==> config.mk <==
export PLATFORM = sky130hd
export DESIGN_NAME = axi_lite_arbiter_rr
export DESIGN_NICKNAME = d
export VERILOG_FILES = /design/src/rtl/axi_lite_arbiter_rr.sv
export SDC_FILE = /design/constraint.sdc
export NUM_CORES = 1
export LEC_CHECK = 0
export ABC_CLOCK_PERIOD_IN_PS = 2100
export BUFFER_PORTS_ARGS = -buffer_cell sky130_fd_sc_hd__clkbuf_2
export CELL_PAD_IN_SITES_DETAIL_PLACEMENT = 2
export CELL_PAD_IN_SITES_GLOBAL_PLACEMENT = 2
export CORE_AREA = 10 10 165 167
export DETAILED_ROUTE_END_ITERATION = 12
export DIE_AREA = 0 0 175 177
export PLACE_DENSITY = 0.79
export SYNTH_ARGS = -nofsm -noshare
export SYNTH_HDL_FRONTEND = slang
export SYNTH_SLANG_ARGS = --single-unit
==> constraint.sdc <==
create_clock -name clk -period 2.1 [get_ports clk]
set_input_delay 0.42 -clock clk [delete_from_list [all_inputs] [get_ports clk]]
set_output_delay 0.42 -clock clk [all_outputs]
set_load 0.005 [all_outputs]
==> src/rtl/axi_lite_arbiter_rr.sv <==
// axi_lite_arbiter_rr: N-master to 1-slave AXI-lite arbiter with round-robin grant.
// Only one read or write transaction is in flight at a time. The grant is held
// until the R or B handshake completes. All channels are muxed combinationally
// from the registered grant and state, so nothing is buffered.
// Optional macro ARB_FIXED_PRIO_EN: when defined, the lowest-index requester
// always wins and the round-robin pointer is removed.
module axi_lite_arbiter_rr #(
    parameter int NUM_MASTERS = 2,
    parameter int ADDR_W      = 32,
    parameter int DATA_W      = 32,
    parameter int STRB_W      = DATA_W / 8
) (
    input  logic                          clk,
    input  logic                          rst,
    input  logic [NUM_MASTERS*ADDR_W-1:0] m_araddr,
    input  logic [NUM_MASTERS-1:0]        m_arvalid,
    output logic [NUM_MASTERS-1:0]        m_arready,
    output logic [NUM_MASTERS*DATA_W-1:0] m_rdata,
    output logic [NUM_MASTERS*2-1:0]      m_rresp,
    output logic [NUM_MASTERS-1:0]        m_rvalid,
    input  logic [NUM_MASTERS-1:0]        m_rready,
    input  logic [NUM_MASTERS*ADDR_W-1:0] m_awaddr,
    input  logic [NUM_MASTERS-1:0]        m_awvalid,
    output logic [NUM_MASTERS-1:0]        m_awready,
    input  logic [NUM_MASTERS*DATA_W-1:0] m_wdata,
    input  logic [NUM_MASTERS*STRB_W-1:0] m_wstrb,
    input  logic [NUM_MASTERS-1:0]        m_wvalid,
    output logic [NUM_MASTERS-1:0]        m_wready,
    output logic [NUM_MASTERS*2-1:0]      m_bresp,
    output logic [NUM_MASTERS-1:0]        m_bvalid,
    input  logic [NUM_MASTERS-1:0]        m_bready,
    output logic [ADDR_W-1:0]             s_araddr,
    output logic                          s_arvalid,
    input  logic                          s_arready,
    input  logic [DATA_W-1:0]             s_rdata,
    input  logic [1:0]                    s_rresp,
    input  logic                          s_rvalid,
    output logic                          s_rready,
    output logic [ADDR_W-1:0]             s_awaddr,
    output logic                          s_awvalid,
    input  logic                          s_awready,
    output logic [DATA_W-1:0]             s_wdata,
    output logic [STRB_W-1:0]             s_wstrb,
    output logic                          s_wvalid,
    input  logic                          s_wready,
    input  logic [1:0]                    s_bresp,
    input  logic                          s_bvalid,
    output logic                          s_bready
);

    localparam int IDX_W = (NUM_MASTERS > 1) ? $clog2(NUM_MASTERS) : 1;
    localparam logic [IDX_W-1:0] LAST = IDX_W'(NUM_MASTERS - 1);

    typedef enum logic [2:0] {
        IDLE,
        RD_ADDR,
        RD_DATA,
        WR_REQ,
        WR_RESP
    } state_t;

    state_t                  fsm, fsm_next;
    logic [IDX_W-1:0]        gnt, gnt_next, pick;
    logic                    aw_done, aw_done_next;
    logic                    w_done, w_done_next;
    logic                    found;
    logic [NUM_MASTERS-1:0]  req;
`ifndef ARB_FIXED_PRIO_EN
    logic [IDX_W-1:0]        ptr, ptr_next, gnt_inc;
    int                      idx;
`endif

    assign req = m_arvalid | m_awvalid;

`ifndef ARB_FIXED_PRIO_EN
    // The master after the current grant, wrapping; this becomes the new search start.
    assign gnt_inc = (gnt == LAST) ? '0 : gnt + 1'b1;
`endif

    // Pick the winning requester: the first set req bit from ptr upward, wrapping.
    always_comb begin
        found = 1'b0;
        pick  = '0;
`ifdef ARB_FIXED_PRIO_EN
        for (int k = 0; k < NUM_MASTERS; k++) begin
            if (!found && req[k]) begin
                found = 1'b1;
                pick  = IDX_W'(k);
            end
        end
`else
        idx = 0;
        for (int k = 0; k < NUM_MASTERS; k++) begin
            idx = int'(ptr) + k;
            if (idx >= NUM_MASTERS) idx = idx - NUM_MASTERS;
            if (!found && req[idx]) begin
                found = 1'b1;
                pick  = IDX_W'(idx);
            end
        end
`endif
    end

    // Next-state logic: arbitration in IDLE, then follow the granted transaction's handshakes.
    always_comb begin
        fsm_next     = fsm;
        gnt_next     = gnt;
        aw_done_next = aw_done;
        w_done_next  = w_done;
`ifndef ARB_FIXED_PRIO_EN
        ptr_next     = ptr;
`endif
        case (fsm)
            IDLE: begin
                if (found) begin
                    gnt_next = pick;
                    fsm_next = m_awvalid[pick] ? WR_REQ : RD_ADDR;
                end
            end
            RD_ADDR: begin
                if (s_arvalid && s_arready) fsm_next = RD_DATA;
            end
            RD_DATA: begin
                if (s_rvalid && s_rready) begin
`ifndef ARB_FIXED_PRIO_EN
                    ptr_next = gnt_inc;
`endif
                    fsm_next = IDLE;
                end
            end
            WR_REQ: begin
                aw_done_next = aw_done | (s_awvalid & s_awready);
                w_done_next  = w_done | (s_wvalid & s_wready);
                if (aw_done_next && w_done_next) begin
                    fsm_next     = WR_RESP;
                    aw_done_next = 1'b0;
                    w_done_next  = 1'b0;
                end
            end
            WR_RESP: begin
                if (s_bvalid && s_bready) begin
`ifndef ARB_FIXED_PRIO_EN
                    ptr_next = gnt_inc;
`endif
                    fsm_next = IDLE;
                end
            end
            default: fsm_next = IDLE;
        endcase
    end

    // State register with synchronous reset.
    always_ff @(posedge clk) begin
        if (rst) begin
            fsm     <= IDLE;
            gnt     <= '0;
            aw_done <= 1'b0;
            w_done  <= 1'b0;
`ifndef ARB_FIXED_PRIO_EN
            ptr     <= '0;
`endif
        end else begin
            fsm     <= fsm_next;
            gnt     <= gnt_next;
            aw_done <= aw_done_next;
            w_done  <= w_done_next;
`ifndef ARB_FIXED_PRIO_EN
            ptr     <= ptr_next;
`endif
        end
    end

    // Channel muxing: only the granted master's active channel is connected, everything else is 0.
    always_comb begin
        m_arready = '0;
        m_rdata   = '0;
        m_rresp   = '0;
        m_rvalid  = '0;
        m_awready = '0;
        m_wready  = '0;
        m_bresp   = '0;
        m_bvalid  = '0;
        s_araddr  = '0;
        s_arvalid = 1'b0;
        s_rready  = 1'b0;
        s_awaddr  = '0;
        s_awvalid = 1'b0;
        s_wdata   = '0;
        s_wstrb   = '0;
        s_wvalid  = 1'b0;
        s_bready  = 1'b0;
        case (fsm)
            RD_ADDR: begin
                s_araddr       = m_araddr[int'(gnt)*ADDR_W +: ADDR_W];
                s_arvalid      = m_arvalid[gnt];
                m_arready[gnt] = s_arready;
            end
            RD_DATA: begin
                m_rvalid[gnt]                      = s_rvalid;
                m_rdata[int'(gnt)*DATA_W +: DATA_W] = s_rdata;
                m_rresp[int'(gnt)*2 +: 2]           = s_rresp;
                s_rready                           = m_rready[gnt];
            end
            WR_REQ: begin
                s_awaddr       = m_awaddr[int'(gnt)*ADDR_W +: ADDR_W];
                s_awvalid      = m_awvalid[gnt] & ~aw_done;
                m_awready[gnt] = s_awready & ~aw_done;
                s_wdata        = m_wdata[int'(gnt)*DATA_W +: DATA_W];
                s_wstrb        = m_wstrb[int'(gnt)*STRB_W +: STRB_W];
                s_wvalid       = m_wvalid[gnt] & ~w_done;
                m_wready[gnt]  = s_wready & ~w_done;
            end
            WR_RESP: begin
                m_bvalid[gnt]             = s_bvalid;
                m_bresp[int'(gnt)*2 +: 2] = s_bresp;
                s_bready                  = m_bready[gnt];
            end
            default: ;
        endcase
    end

endmodule

==> impl_metrics.ini <==
[drt]
drt-met1-wl_mm = 8.82
wl_met3_mm = 2.16
drt_iter0_drc = 72
wire_per_inst_um = 20.2
via_per_inst = 4.01
vias = 4614
drc = 0
antenna_left = 0
dr.pass1.iters = 4
wl_met2_mm = 12.1
wirelength_mm = 23.3
highest_layer = met4

[logic_synthesis]
synth_top_area_share_pct = 40.6
yosysMostFrequentCell = nor2_1
yosys_warnings = 0
synth.distinct_cells = 34
async_flop_share_pct = 0
syn_avg_cell_area_um2 = 6.67
syn_nets = 641
synth_largest_area_cell = mux2i_1
netlist_top_cells_count = 113 x nor2_1, 105 x mux2i_1, 68 x and2_1
syn_inst = 388
ys_seq_area_share_pct = 5.41
synth_area_leaders = mux2i_1 41%, and2_1 16%, nor2_1 16%, dfxtp_1 5.4%, buf_2 2.3%
synth-main-ff-cell = dfxtp_1
syn-cell-area_mm2 = 0.00259
synth-edff-count = 0
yosys_register_bits = 7

[sta]
fin_crit_ps = 2100
maxSlewHeadroom_pct = 63.1
slew_viol_final = 0
fin_skew_ps = 3.36
final_critical_path_setup_slack_ps = -2.25
finalCritPeriodShare_pct = 100
setup_viol = 1
tightest_slew_ps = 552
max_freq_ghz = 0.476
finalHoldViolCount = 0
grt_setup_unrepaired = true

[worst_setup_path]
reg2reg_depth = 5
cp-end-kind = primary output
start_kind = flip-flop
crit_path_max_incr_delay_ps = 460
r2r_start = gnt$_SDFFE_PP0P_
cp-startpoint = fsm[2]$_SDFFE_PP0P_
critPathBufInv = 2
slowest_stage = or3b_4
worstSetupPathType = reg -> out
worstPathCellList = or3b_4 > nor2_4 > clkbuf_16 > and2_1 > clkbuf_2
cp.required_ps = 1680
path_delay_family = simple AND/OR/NAND/NOR gates
arrival_ps = 1680
r2r_setup_slack_ps = 320
path_depth = 5
cp_max_fo = 17

[floorplanning]
ioPinCount = 440
dieArea_mm2 = 0.0310
core_mm2 = 0.0240
die-width_um = 175
fp-row-count = 57
initial_utilization_pct = 10.8
die_y_um = 177

[global_route]
antenna_found_initial = 0
grt_overflow_total = 0
grt_use_total_pct = 13.7
grt_max_degree = 52
grt_pass1_vias = 5240
grt_pass1_wl_mm = 33.7

[finish]
fillers = 2997
nets = 1081
diodes = 0
drive_above_1_share_pct = 60.3
final_cells = 1151
area_delta_synth_final_pct = 116

[cts]
clkTransAtPathRegs_ps = 40
cts.sinks = 7
cts_root_buf = clkbuf_16
cts_max_level = 1
postCtsHoldBufs = 0
cts_buffers = 3
cts.path.max_buffers = 2
cts_tree = yes
insertion_delay_ps = 230

[power_and_ir_drop]
ir_drop_uv = 251
power_per_cell_area_mw_per_mm2 = 643
p_leak_nw = 3.01

[worst_hold_path]
holdPathStages = 2
worstHoldPathType = in -> reg
hp-start = rst

[place]
post-place-cells = 1142
place_congestion = 0.821
dpl.hpwl_mm = 21.1
dp_slack_ps = 113
numPortBuffers = 439

[run]
maxCapViolations = 0

[outcome]
violations = negative setup slack
status = finished, violations left
power by group:
| group | internal [mW] | leakage (nW) | switching (mW) |
|---|---|---|---|
| Combinational | 1.48 | 2.91 | 1.52 |
| Clock | 0.250 | 0.0409 | 0.0804 |
| Sequential | 0.178 | 0.0588 | 0.0928 |
| Total | 1.90 | 3.01 | 1.69 |
worst register-to-register path, stage by stage (launching register included):
cell	delay, ps
dfxtp_4	500
mux2_2	410
a21oi_1	210
o21ai_1	120
and4_4	230
a311oi_2	220
metal layers:
| layer | track usage [%] | vias up |
|---|---|---|
| met1 | 14.4 | 2146 |
| met2 | 26.4 | 273 |
| met4 | 1.48 | 0 |
| met5 | 0 | - |
| li1 | - | 2182 |
| met3 | 4.95 | 13 |
sequential cells by signal (all words and copies together) (netlist names):
register / flops
aw_done: 1
fsm: 3
gnt: 1
ptr: 1
w_done: 1
stage by stage:
step,TNS [ps],hold slack (ps),power [mW],cell area (um^2),utilization [%]
4_1_cts,-12.3,487,3.61,5450,22.7
2_1_floorplan,0,504,1.71,2590,-
5_1_grt,-1430,505,3.92,5590,23.3
3_3_place_gp,0,536,3.13,5340,22.3
3_5_place_dp,0,551,3.21,5340,22.3
6_report,-2.25,484,3.59,5590,23.3
cell families (layout without fill, tap and decap cells):
family                 count (synthesis)  in the layout  share of synthesized area (%)
muxes                                107            107                           41.5
buffers and inverters                 41            480                           7.25
AOI/OAI and AO/OA                     18             18                           5.03
and+or+nand+nor                      215            215                           40.8
DFF                                    7              7                           5.41
path summary, 6_finish.rpt:
| check | endpoint |
|---|---|
| worst max-delay path | m_rdata[58] |
| worst min-delay path | gnt$_SDFFE_PP0P_ |
| worst max register to register | gnt$_SDFFE_PP0P_ |
| worst min register to register | ptr$_SDFFE_PP0P_ |
placed cells by master, fill, tap and decap left out, types with 2 or more instances in the layout:
cell type	n
dfxtp_1	4
nor2_1	113
nor4_2	2
inv_1	5
nor3_1	8
and2_1	60
a21oi_1	5
buf_6	9
dfxtp_4	2
nor3b_1	3
mux2_2	2
a31oi_1	2
clkbuf_2	417
and2_4	8
mux2i_1	104
clkbuf_16	4
buf_4	20
nand2_1	2
a211oi_1	3
nor4_1	3
buf_2	14
and3_1	4
buf_12	9
nand2b_1	3
layout make-up:
type	instances	area (um^2)	area share (%)
flip-flops and latches	7	149	2.66
inverters	6	26.3	0.470
well taps	324	405	7.25
repair buffers	470	2610	46.7
clock buffers	3	75.1	1.34
clock inverters	1	5.00	0.0895
multi-input cells	340	2320	41.4
what timing repair did:
action	4_1_cts	5_1_grt
pin swaps	0	4
endpoints found under the setup margin	96	97
buffers inserted	3	1
resized for setup	5	42
gates cloned	0	1
Note: power is estimated with default switching activity, not from simulation.
